===== config.mk =====
export PLATFORM = sky130hd
export DESIGN_NAME = mem_bus_arbiter
export DESIGN_NICKNAME = d
export VERILOG_FILES = /design/src/rtl/mem_bus_arbiter.sv
export SDC_FILE = /design/constraint.sdc
export NUM_CORES = 1
export LEC_CHECK = 0
export BUFFER_PORTS_ARGS = -buffer_cell sky130_fd_sc_hd__buf_2
export CAP_MARGIN = 20
export CORE_ASPECT_RATIO = 1.25
export CORE_MARGIN = 5
export CORE_UTILIZATION = 42
export DETAILED_ROUTE_END_ITERATION = 10
export GPL_TIMING_DRIVEN = 0
export PLACE_DENSITY = 0.73
export SLEW_MARGIN = 20
export SYNTH_ARGS = -nofsm -noshare
export SYNTH_HDL_FRONTEND = slang
export SYNTH_SLANG_ARGS = --single-unit

===== constraint.sdc =====
create_clock -name clk -period 1.83 [get_ports clk]
set_input_delay 0.183 -clock clk [delete_from_list [all_inputs] [get_ports clk]]
set_output_delay 0.183 -clock clk [all_outputs]
set_load 0.01 [all_outputs]

===== src/rtl/mem_bus_arbiter.sv =====
// Shares one memory bus between an instruction-fetch port and a data load/store port.
// One transaction at a time; data has priority, with a streak limit so fetch cannot starve.
module mem_bus_arbiter #(
  parameter int unsigned WAIT_CYCLES  = 1,
  parameter int unsigned MAX_D_STREAK = 4
) (
  input  logic        clk,
  input  logic        rst,
  input  logic        if_req,
  input  logic [31:0] if_addr,
  output logic        if_ack,
  output logic [31:0] if_rddata,
  input  logic        d_req,
  input  logic [31:0] d_addr,
  input  logic [31:0] d_wrdata,
  input  logic        d_wren,
  output logic        d_ack,
  output logic [31:0] d_rddata,
  output logic [31:0] bus_addr,
  output logic [31:0] bus_wrdata,
  output logic        bus_wren,
  input  logic [31:0] bus_rddata,
  output logic        busy,
  output logic        owner
);

  typedef enum logic [1:0] {
    StIdle   = 2'd0,
    StAccess = 2'd1,
    StDone   = 2'd2
  } state_e;

  localparam logic [3:0] CntInit   = 4'(WAIT_CYCLES - 1);
  localparam logic [3:0] StreakMax = 4'(MAX_D_STREAK);

  state_e      state_q, state_d;
  logic [3:0]  cnt_q, cnt_d;
  logic [3:0]  streak_q, streak_d;
  logic        owner_q, owner_d;
  logic        store_q, store_d;
  logic        bus_wren_q, bus_wren_d;
  logic [31:0] bus_addr_q, bus_addr_d;
  logic [31:0] bus_wrdata_q, bus_wrdata_d;
  logic [31:0] if_rddata_q, if_rddata_d;
  logic [31:0] d_rddata_q, d_rddata_d;

  logic grant;
  logic pick_data;
  logic last_beat;

  always_comb begin
    grant     = (state_q == StIdle) && (if_req || d_req);
    // Data wins a tie unless it has already used up its streak while fetch waited.
    pick_data = d_req && !(if_req && (streak_q == StreakMax));
    last_beat = (state_q == StAccess) && (cnt_q == 4'd0);
  end

  // FSM state register
  always_ff @(posedge clk or negedge rst) begin
    if (!rst) begin
      state_q <= StIdle;
    end else begin
      state_q <= state_d;
    end
  end

  // FSM next state
  always_comb begin
    state_d = state_q;
    unique case (state_q)
      StIdle:   if (grant) state_d = StAccess;
      StAccess: if (cnt_q == 4'd0) state_d = StDone;
      StDone:   state_d = StIdle;
      default:  state_d = StIdle;
    endcase
  end

  // FSM outputs
  always_comb begin
    busy   = (state_q != StIdle);
    owner  = owner_q;
    if_ack = (state_q == StDone) && !owner_q;
    d_ack  = (state_q == StDone) && owner_q;
  end

  // Datapath next state
  always_comb begin
    cnt_d        = cnt_q;
    streak_d     = streak_q;
    owner_d      = owner_q;
    store_d      = store_q;
    bus_wren_d   = 1'b0;
    bus_addr_d   = bus_addr_q;
    bus_wrdata_d = bus_wrdata_q;
    if_rddata_d  = if_rddata_q;
    d_rddata_d   = d_rddata_q;

    if (grant) begin
      owner_d = pick_data;
      cnt_d   = CntInit;
      if (pick_data) begin
        bus_addr_d   = d_addr;
        bus_wrdata_d = d_wrdata;
        bus_wren_d   = d_wren;
        store_d      = d_wren;
      end else begin
        bus_addr_d   = if_addr;
        bus_wrdata_d = 32'h0;
        store_d      = 1'b0;
      end
    end else if ((state_q == StAccess) && (cnt_q != 4'd0)) begin
      cnt_d = cnt_q - 4'd1;
    end

    if (state_q == StIdle) begin
      if (grant && !pick_data) begin
        streak_d = 4'd0;
      end else if (grant && if_req) begin
        streak_d = (streak_q == StreakMax) ? streak_q : streak_q + 4'd1;
      end else if (!if_req) begin
        streak_d = 4'd0;
      end
    end

    // Store read-back is meaningless, so d_rddata keeps the last load value.
    if (last_beat) begin
      if (!owner_q) begin
        if_rddata_d = bus_rddata;
      end else if (!store_q) begin
        d_rddata_d = bus_rddata;
      end
    end
  end

  always_ff @(posedge clk or negedge rst) begin
    if (!rst) begin
      cnt_q        <= 4'd0;
      streak_q     <= 4'd0;
      owner_q      <= 1'b0;
      store_q      <= 1'b0;
      bus_wren_q   <= 1'b0;
      bus_addr_q   <= 32'h0;
      bus_wrdata_q <= 32'h0;
      if_rddata_q  <= 32'h0;
      d_rddata_q   <= 32'h0;
    end else begin
      cnt_q        <= cnt_d;
      streak_q     <= streak_d;
      owner_q      <= owner_d;
      store_q      <= store_d;
      bus_wren_q   <= bus_wren_d;
      bus_addr_q   <= bus_addr_d;
      bus_wrdata_q <= bus_wrdata_d;
      if_rddata_q  <= if_rddata_d;
      d_rddata_q   <= d_rddata_d;
    end
  end

  assign bus_addr   = bus_addr_q;
  assign bus_wrdata = bus_wrdata_q;
  assign bus_wren   = bus_wren_q;
  assign if_rddata  = if_rddata_q;
  assign d_rddata   = d_rddata_q;

endmodule


== Word-level counts from Yosys, hierarchy flattened ==
Cells that the tools add are included.
Word-level totals
  bits in registers: 141
  output and inout bits: 133
  input port bits: 133
  logic and storage cells: 56
Operators by class
  equal/unequal tests: 7
  bitwise gates (word level): 2
  reduce and logical (&&, ||, !) cells: 22
  multiplexer cells: 13
  add/subtract/negate cells: 2
Operators by type and width (count)
  2-to-1 mux 32 bit: 2
  2-to-1 mux 4 bit: 6
  logical AND 1 bit: 9
  AND reduction 3 bit: 2
  adder 4 x 1 -> 4 bit, second input constant: 1
  equality test 4 x 3 -> 1 bit, second input constant: 1
  zero test 4 bit: 1
  2-to-1 mux 2 bit: 2
  != test 2 bit, second input constant: 2
  case mux 2 bit (2 select lines): 1
  AND reduction 2 bit: 2
  nonzero test 2 bit: 2
  nonzero test 4 bit: 1
  subtractor 4 x 1 -> 4 bit, second input constant: 1
  zero test 1 bit: 3
  != test 3 x 1 -> 1 bit, second input constant: 1
  != test 3 bit, second input constant: 1
  equality test 2 x 1 -> 1 bit, second input constant: 1
  equality test 2 bit, second input constant: 1
  zero test 2 bit: 1
  2-to-1 mux 1 bit: 2
  NOT 1 bit: 2
  logical OR 1 bit: 1

== Depth between registers and ports, before layout ==
Gate-level depths: netlist of the first run.
  depth after elaboration: 8
  depth in mapped cells: 7
  depth with buffers taken out: 5

== Least setup slack after synthesis of the first run ==
OpenSTA, ideal clock, no wires.
  kind: register to register
  from: register cnt_q[0]
  to: register if_rddata_q[10] (netlist: if_rddata[10])
  required time: 1.705 ns
  library setup time: 0.125 ns
  path buffers: 1
  clock period less this slack: 1.860 ns
  path slack: -0.030 ns
  stages on the path, launching flop included: 7
  arrival: 1.736 ns
  cells stage by stage: dfrtp_1 inv_1 ha_1 or3b_4 nor3_4 buf_6 mux2_2
Between the ends
  cells in the longest elaborated chain, start to end: 3
Ends and longest elaborated chain
  start: declaration: RTL line 37  | logic [3:0] cnt_q, cnt_d;
  start signal: assignment: RTL line 147  | cnt_q <= cnt_d;
  zero test 4 bit: RTL line 55  | last_beat = (state_q == StAccess) && (cnt_q == 4'd0);
  logical AND 1 bit: RTL line 55
  AND reduction 2 bit (no source line)
  end signal: assignment: RTL line 154  | if_rddata_q <= if_rddata_d;
  end: declaration: RTL line 44  | logic [31:0] if_rddata_q, if_rddata_d;
No other way between the ends.
A chain may end at the register's enable or synchronous reset.

== Final worst setup path of the first run ==
  from: register cnt_q[1]
  to: register if_rddata_q[4] (netlist: if_rddata[4])
Same word-level chain as after synthesis.

==> results of run 1 <==
==> per-layer routing <==
metal  vias up  part of all wire, %  wire length [um]
met5         -                 0.15                27
met4         4                  2.6               482
met3        40                   11              1951
met2       293                   49              8982
met1      2393                   38              7046
li1       2205                    -                 -
==> layout by cell type, fill, tap and decap left out, types with 3 or more instances in the layout <==
| cell | synthesis | final |
|---|---|---|
| clkinv_2 | 0 | 3 |
| inv_2 | 0 | 3 |
| buf_12 | 0 | 3 |
| mux2_2 | 58 | 36 |
| ha_1 | 4 | 3 |
| o21ai_0 | 6 | 6 |
| nand3_1 | 5 | 5 |
| clkbuf_16 | 0 | 19 |
| nand2_1 | 4 | 4 |
| a221o_1 | 32 | 32 |
| inv_1 | 8 | 5 |
| buf_6 | 3 | 4 |
| nor2_1 | 3 | 3 |
| dlygate4sd3_1 | 0 | 62 |
| buf_2 | 12 | 268 |
| buf_4 | 0 | 22 |
| clkinvlp_4 | 0 | 5 |
| clkbuf_1 | 11 | 6 |
| buf_8 | 0 | 3 |
| mux2_4 | 0 | 27 |
| o21a_1 | 32 | 32 |
| dfrtp_1 | 141 | 140 |
| a22o_1 | 33 | 33 |
==> sequential cells by signal, summed over array words and instances (netlist names) <==
register,flops
state_q,2
store_q,1
streak_q,4
bus_wren,1
owner,1
bus_wrdata,32
d_rddata,32
cnt_q,4
bus_addr,32
if_rddata,32
==> cell type report <==
type	instances	area [um2]
Fill cell	953	4379
Sequential cell	141	3530
Timing Repair Buffer	349	2195
Multi-Input combinational cell	211	2056
Clock buffer	18	439.2
Tap cell	171	214.0
Buffer	26	207.7
Clock inverter	13	117.6
Inverter	8	30.03
Antenna cell	2	5.005
==> worst paths after layout <==
check	startpoint	endpoint
setup / recovery	cnt_q[1]	if_rddata[4]
hold / removal	if_addr[7]	bus_addr[7]
setup reg to reg	cnt_q[1]	if_rddata[4]
hold reg to reg	if_rddata[5]	if_rddata[5]
max in group asynchronous	rst	state_q[0]
min in group asynchronous	rst	d_rddata[7]
==> through the flow <==
stage | hold slack (ps) | cells | setup TNS [ps] | instance area, um2
final | 4.873 | 939 | -2161 | 8793
after global routing | 1.211 | 938 | -4870 | 8791
after global placement | 406.6 | 822 | -183580 | 7156
after CTS | 0.4172 | 929 | -3188 | 8589
after detailed placement | 153.8 | 823 | -15440 | 7193
after floorplan | -112.6 | 386 | -342.4 | 5615
==> logic make-up after synthesis <==
group | Yosys count | share of synthesized area (%)
buffers and inverters | 34 | 2.941
multiplexers | 66 | 13.19
AND/OR/NAND/NOR | 28 | 3.186
adder cells (fa/ha/maj) | 4 | 0.8913
flip-flops | 141 | 62.83
AO/OA/AOI/OAI | 113 | 16.96
==> cell usage after synthesis <==
master      n  area share (%)
a211oi_2    1            0.22
a21o_1      1            0.13
a21oi_1     2            0.18
a221o_1    32             5.7
a22o_1     33             5.1
a31oi_1     1            0.11
and2_1      2            0.22
and3b_1     1            0.16
buf_2      12             1.1
buf_6       3            0.60
clkbuf_1   11            0.74
dfrtp_1   141              63
ha_1        4            0.89
inv_1       8            0.53
mux2_1      6             1.2
mux2_2     58              12
mux2i_1     2            0.36
nand2_1     4            0.27
nand2b_1    2            0.22
nand3_1     5            0.45
nand3b_1    1            0.13
nand4_1     1            0.11
nand4b_1    1            0.16
nor2_1      3            0.20
nor2_2      1            0.11
nor2b_1     1            0.11
nor3_1      1           0.089
nor3_4      1            0.29
nor3b_1     1            0.13
nor3b_2     1            0.22
o211a_1     1            0.18
o21a_1     32             4.3
o21ai_0     6            0.53
o21ai_1     1           0.089
o22ai_1     2            0.22
o311ai_0    1            0.16
or3_1       1            0.11
or3b_4      1            0.20
==> report_power, final <==
part           internal [mW]  switching (mW)
clock network           1.90            1.35
logic                   3.66            3.26
registers               4.61           0.888
==> worst max-delay path, cell delays in order (launching register included) <==
cell	delay, ps
dfrtp_1	390
inv_2	90
ha_4	130
or3b_4	390
nor3_4	160
buf_12	180
clkbuf_16	160
mux2_4	290
==> timing repair <==
action | in CTS | in global routing
buffers inserted | 12 | 5
gates cloned | 1 | 3
setup endpoints to repair | 130 | 114
hold buffers | 62 | 0
hold endpoints to repair | 106 | 0
pin swaps | 2 | 5
gates resized for setup | 32 | 43
==> results.md, run 1 <==
* Status: complete, but fails checks
* Failing checks: negative setup slack
* Largest net degree at the start of global routing at 82
* Clock transition at path regs at 60 ps
* WS Path Type: reg2reg
* Post-Route Utilization at 66.76%
* Initial antenna violation count at 3
* Seq cells post-synth at 141
* Final period utilization at 104.7%
* Via count at 4,935
* Post-Route WL at 18,490 um
* Max_slew headroom at 48.20%
* Layout Nets at 891
* Hold Path Stages at 2
* Post-synth cell types at 38
* DRT iter0 DRCs at 288
* First-pass GRT wire length at 28,160 um
* Setup violators final at 32
* CTS buffer count at 17
* CP Capture Type: flop
* Final max-slew violation count at 0
* Chip height at 139.3 um
* Global route total overflow at 0
* Maximum vdd drop at 0.0008189 V
* F_max at 522.0 MHz
* Syn Std Cell Area at 5615 um2
* Area Overhead vs Synth at 56.60%
* IO Port Bufs at 265
* Fraction of layout cells with a size suffix above 1 at 53.79%
* Worst Slack Setup Final at -85.72 ps
* CTS H-tree depth at 4
* Slew of the pin with the lowest slew margin at 771.8 ps
* Static leakage at 4.405 nW
* Sequential element share of the synthesized area at 62.83%
* Startpoint Class: flop
* Minimum clock period at 1916 ps
* CP required at 2120 ps
* Syn Nets at 523
* Hold crit path type: in2reg
* Total power at 15.66 mW
* Die Footprint at 15,800 um2
* ANT nets after route at 0
* Gr usage total at 22.69%
* Placer Congestion at 0.8228
* Met3 GRT Util at 8.337%
* CTS Sinks at 141
* Routed WL per cell at 19.69 um
* FF-to-FF path depth at 7
* Worst path arrival time at 2210 ps
* Vias in the first global route at 5,433
* Unrepaired setup endpoints after global routing: true
* M1 GR Usage at 26.15%
* Initial core utilization at 42.63%
* CTS Buffer Depth at 2
* Drt via density at 5.256
* Chip width at 113.4 um
* PwrDens at 1780 nW/um2
* Syn Inst Count at 386
* Crit path max fanout at 8
* Pre-CTS setup slack at -218.4 ps
* DR pass1 iterations at 4
* Core Area at 13,170 um2
* Synth warn at 0
* GR peak layer: met2
* CTS tree: done
* Max Cap Viol at 0
* Final Hold Viols at 0
* Ports at 266
* # DRC at 0
* Worst skew pair latency at 420 ps
* FF-to-FF setup slack at -90 ps
* Clock Tree Root: clkbuf_16
* Post-Syn Area per Cell at 14.55 um2
* DP HPWL at 12,530 um
* Global-route met2 utilization at 38.05%
* Clk_skew at 13.88 ps
* Row cnt at 47
Note: power is estimated with default switching activity, not from simulation.
==> inputs of run 2 (changes only) <==
- BUFFER_PORTS_ARGS: -buffer_cell sky130_fd_sc_hd__buf_2 -> not set
- CORE_UTILIZATION: 42 -> 60
- CTS_BUF_LIST: not set -> sky130_fd_sc_hd__clkbuf_16
- DONT_BUFFER_PORTS: not set -> 1
- clock period: 1.83 -> 2.45 ns (I/O delays scaled with it)
==> results.md, run 2 <==
* Status: stopped before the end
* Stop stage: clock tree synthesis
* Stop Error: [ERROR RSZ-0060] Max buffer count reached.
* Chip height at 118.2 um (-15%)
* Syn Nets at 523 (unchanged)
* Post-Syn Area per Cell at 14.55 um2 (unchanged)
* CTS Sinks at 141 (unchanged)
* Post-synth top cells: dfrtp_1, mux2_2, a22o_1
* Synth top area share at 62.83% (unchanged)
* IO Port Bufs at 0 (-100%)
* CTS Buffer Depth at 2 (unchanged)
* Placed Area at 5769 um2 (-20%)
* Placer Congestion at 0.7732 (-6.0%)
* Clock Tree Root: clkbuf_16
* Initial core utilization at 61.54% (+19 points)
* Most common cell in the synthesized netlist: dfrtp_1
* Ys async rst share at 100.0% (unchanged)
* Dominant cell type by area after synthesis: dfrtp_1
* Synth warn at 0 (unchanged)
* Top post-synthesis cells by area: dfrtp_1, mux2_2, a221o_1, a22o_1, o21a_1
* Cells resized by post-CTS repair at 0 (-100%)
* Syn Inst Count at 386 (unchanged)
* Syn Std Cell Area at 5615 um2 (unchanged)
* CTS H-tree depth at 4 (unchanged)
* Post-synth cell types at 38 (unchanged)
* Post-synth top flop: dfrtp_1
* Sequential element share of the synthesized area at 62.83% (unchanged)
* Seq cells post-synth at 141 (unchanged)
* Chip width at 96.53 um (-15%)
* DP HPWL at 9861 um (-21%)
* Setup bufs post-CTS at 0 (-12)
* Ports at 266 (unchanged)
* Post-synth EDFFs at 0 (unchanged)
* Hold buffer count at cts at 109 (+76%)
* Row cnt at 39 (-17%)
* CTS buffer count at 17 (unchanged)
run 2: cell counts after synthesis:
Identical to the previous run, type by type.
run 2: stage by stage:
step	std cells	setup slack, ps	utilization (%)	hold slack [ps]
after floorplan	386	589.6	-	-50.59
after global placement	509	447.7	63.22	-47.48
after detailed placement	509	383.9	63.22	-46.48
run 2: cells by family after synthesis:
group | Yosys count | synth area share [%]
DFF | 141 | 62.83
AOI/OAI and AO/OA | 113 | 16.96
muxes | 66 | 13.19
buffers and inverters | 34 | 2.941
and+or+nand+nor | 28 | 3.186
adders and majority gates | 4 | 0.8913
==> inputs of run 3 (changes only) <==
- CORE_ASPECT_RATIO: 1.25 -> not set
- CORE_UTILIZATION: 60 -> 40
- CTS_BUF_LIST: sky130_fd_sc_hd__clkbuf_16 -> not set
- PLACE_DENSITY: 0.73 -> not set
- PLACE_DENSITY_LB_ADDON: not set -> 0.15
==> results.md, run 3 <==
* Status: stopped before the end
* Stop stage: clock tree synthesis
* Stop Error: [ERROR RSZ-0060] Max buffer count reached.
* Synth warn at 0 (unchanged)
* Ys async rst share at 100.0% (unchanged)
* Chip height at 128.5 um (+8.7%)
* IO Port Bufs at 0 (unchanged)
* Post-synth top cells: dfrtp_1, mux2_2, a22o_1
* Chip width at 128.5 um (+33%)
* Setup bufs post-CTS at 0 (unchanged)
* Post-synth top flop: dfrtp_1
* CTS H-tree depth at 4 (unchanged)
* Initial core utilization at 40.61% (-21 points)
* Placer Congestion at 0.7638 (-1.2%)
* Post-synth EDFFs at 0 (unchanged)
* CTS buffer count at 17 (unchanged)
* Hold buffer count at cts at 120 (+10%)
* Seq cells post-synth at 141 (unchanged)
* Synth top area share at 62.83% (unchanged)
* Cells resized by post-CTS repair at 0 (unchanged)
* Sequential element share of the synthesized area at 62.83% (unchanged)
* Row cnt at 43 (+10%)
* Ports at 266 (unchanged)
* Dominant cell type by area after synthesis: dfrtp_1
* CTS Sinks at 141 (unchanged)
* Post-synth cell types at 38 (unchanged)
* Clock Tree Root: clkbuf_16
* Syn Nets at 523 (unchanged)
* Most common cell in the synthesized netlist: dfrtp_1
* Syn Inst Count at 386 (unchanged)
* Top post-synthesis cells by area: dfrtp_1, mux2_2, a221o_1, a22o_1, o21a_1
* CTS Buffer Depth at 2 (unchanged)
* DP HPWL at 10,280 um (+4.2%)
* Syn Std Cell Area at 5615 um2 (unchanged)
* Post-Syn Area per Cell at 14.55 um2 (unchanged)
-- run 3: cell families after synthesis --
group,Yosys count,share of synthesized area [%]
flip-flops,141,62.83
AO/OA/AOI/OAI,113,16.96
multiplexers,66,13.19
buffers and inverters,34,2.941
AND/OR/NAND/NOR,28,3.186
adder cells (fa/ha/maj),4,0.8913
-- run 3: per-stage QoR --
stage	utilization (%)	cells	hold slack [ps]	setup slack (ps)	area, um2
floorplan	-	386	-50.59	589.6	5615
global placement	42.24	566	-46.50	448.8	5841
detailed placement	42.24	566	-46.43	392.3	5841
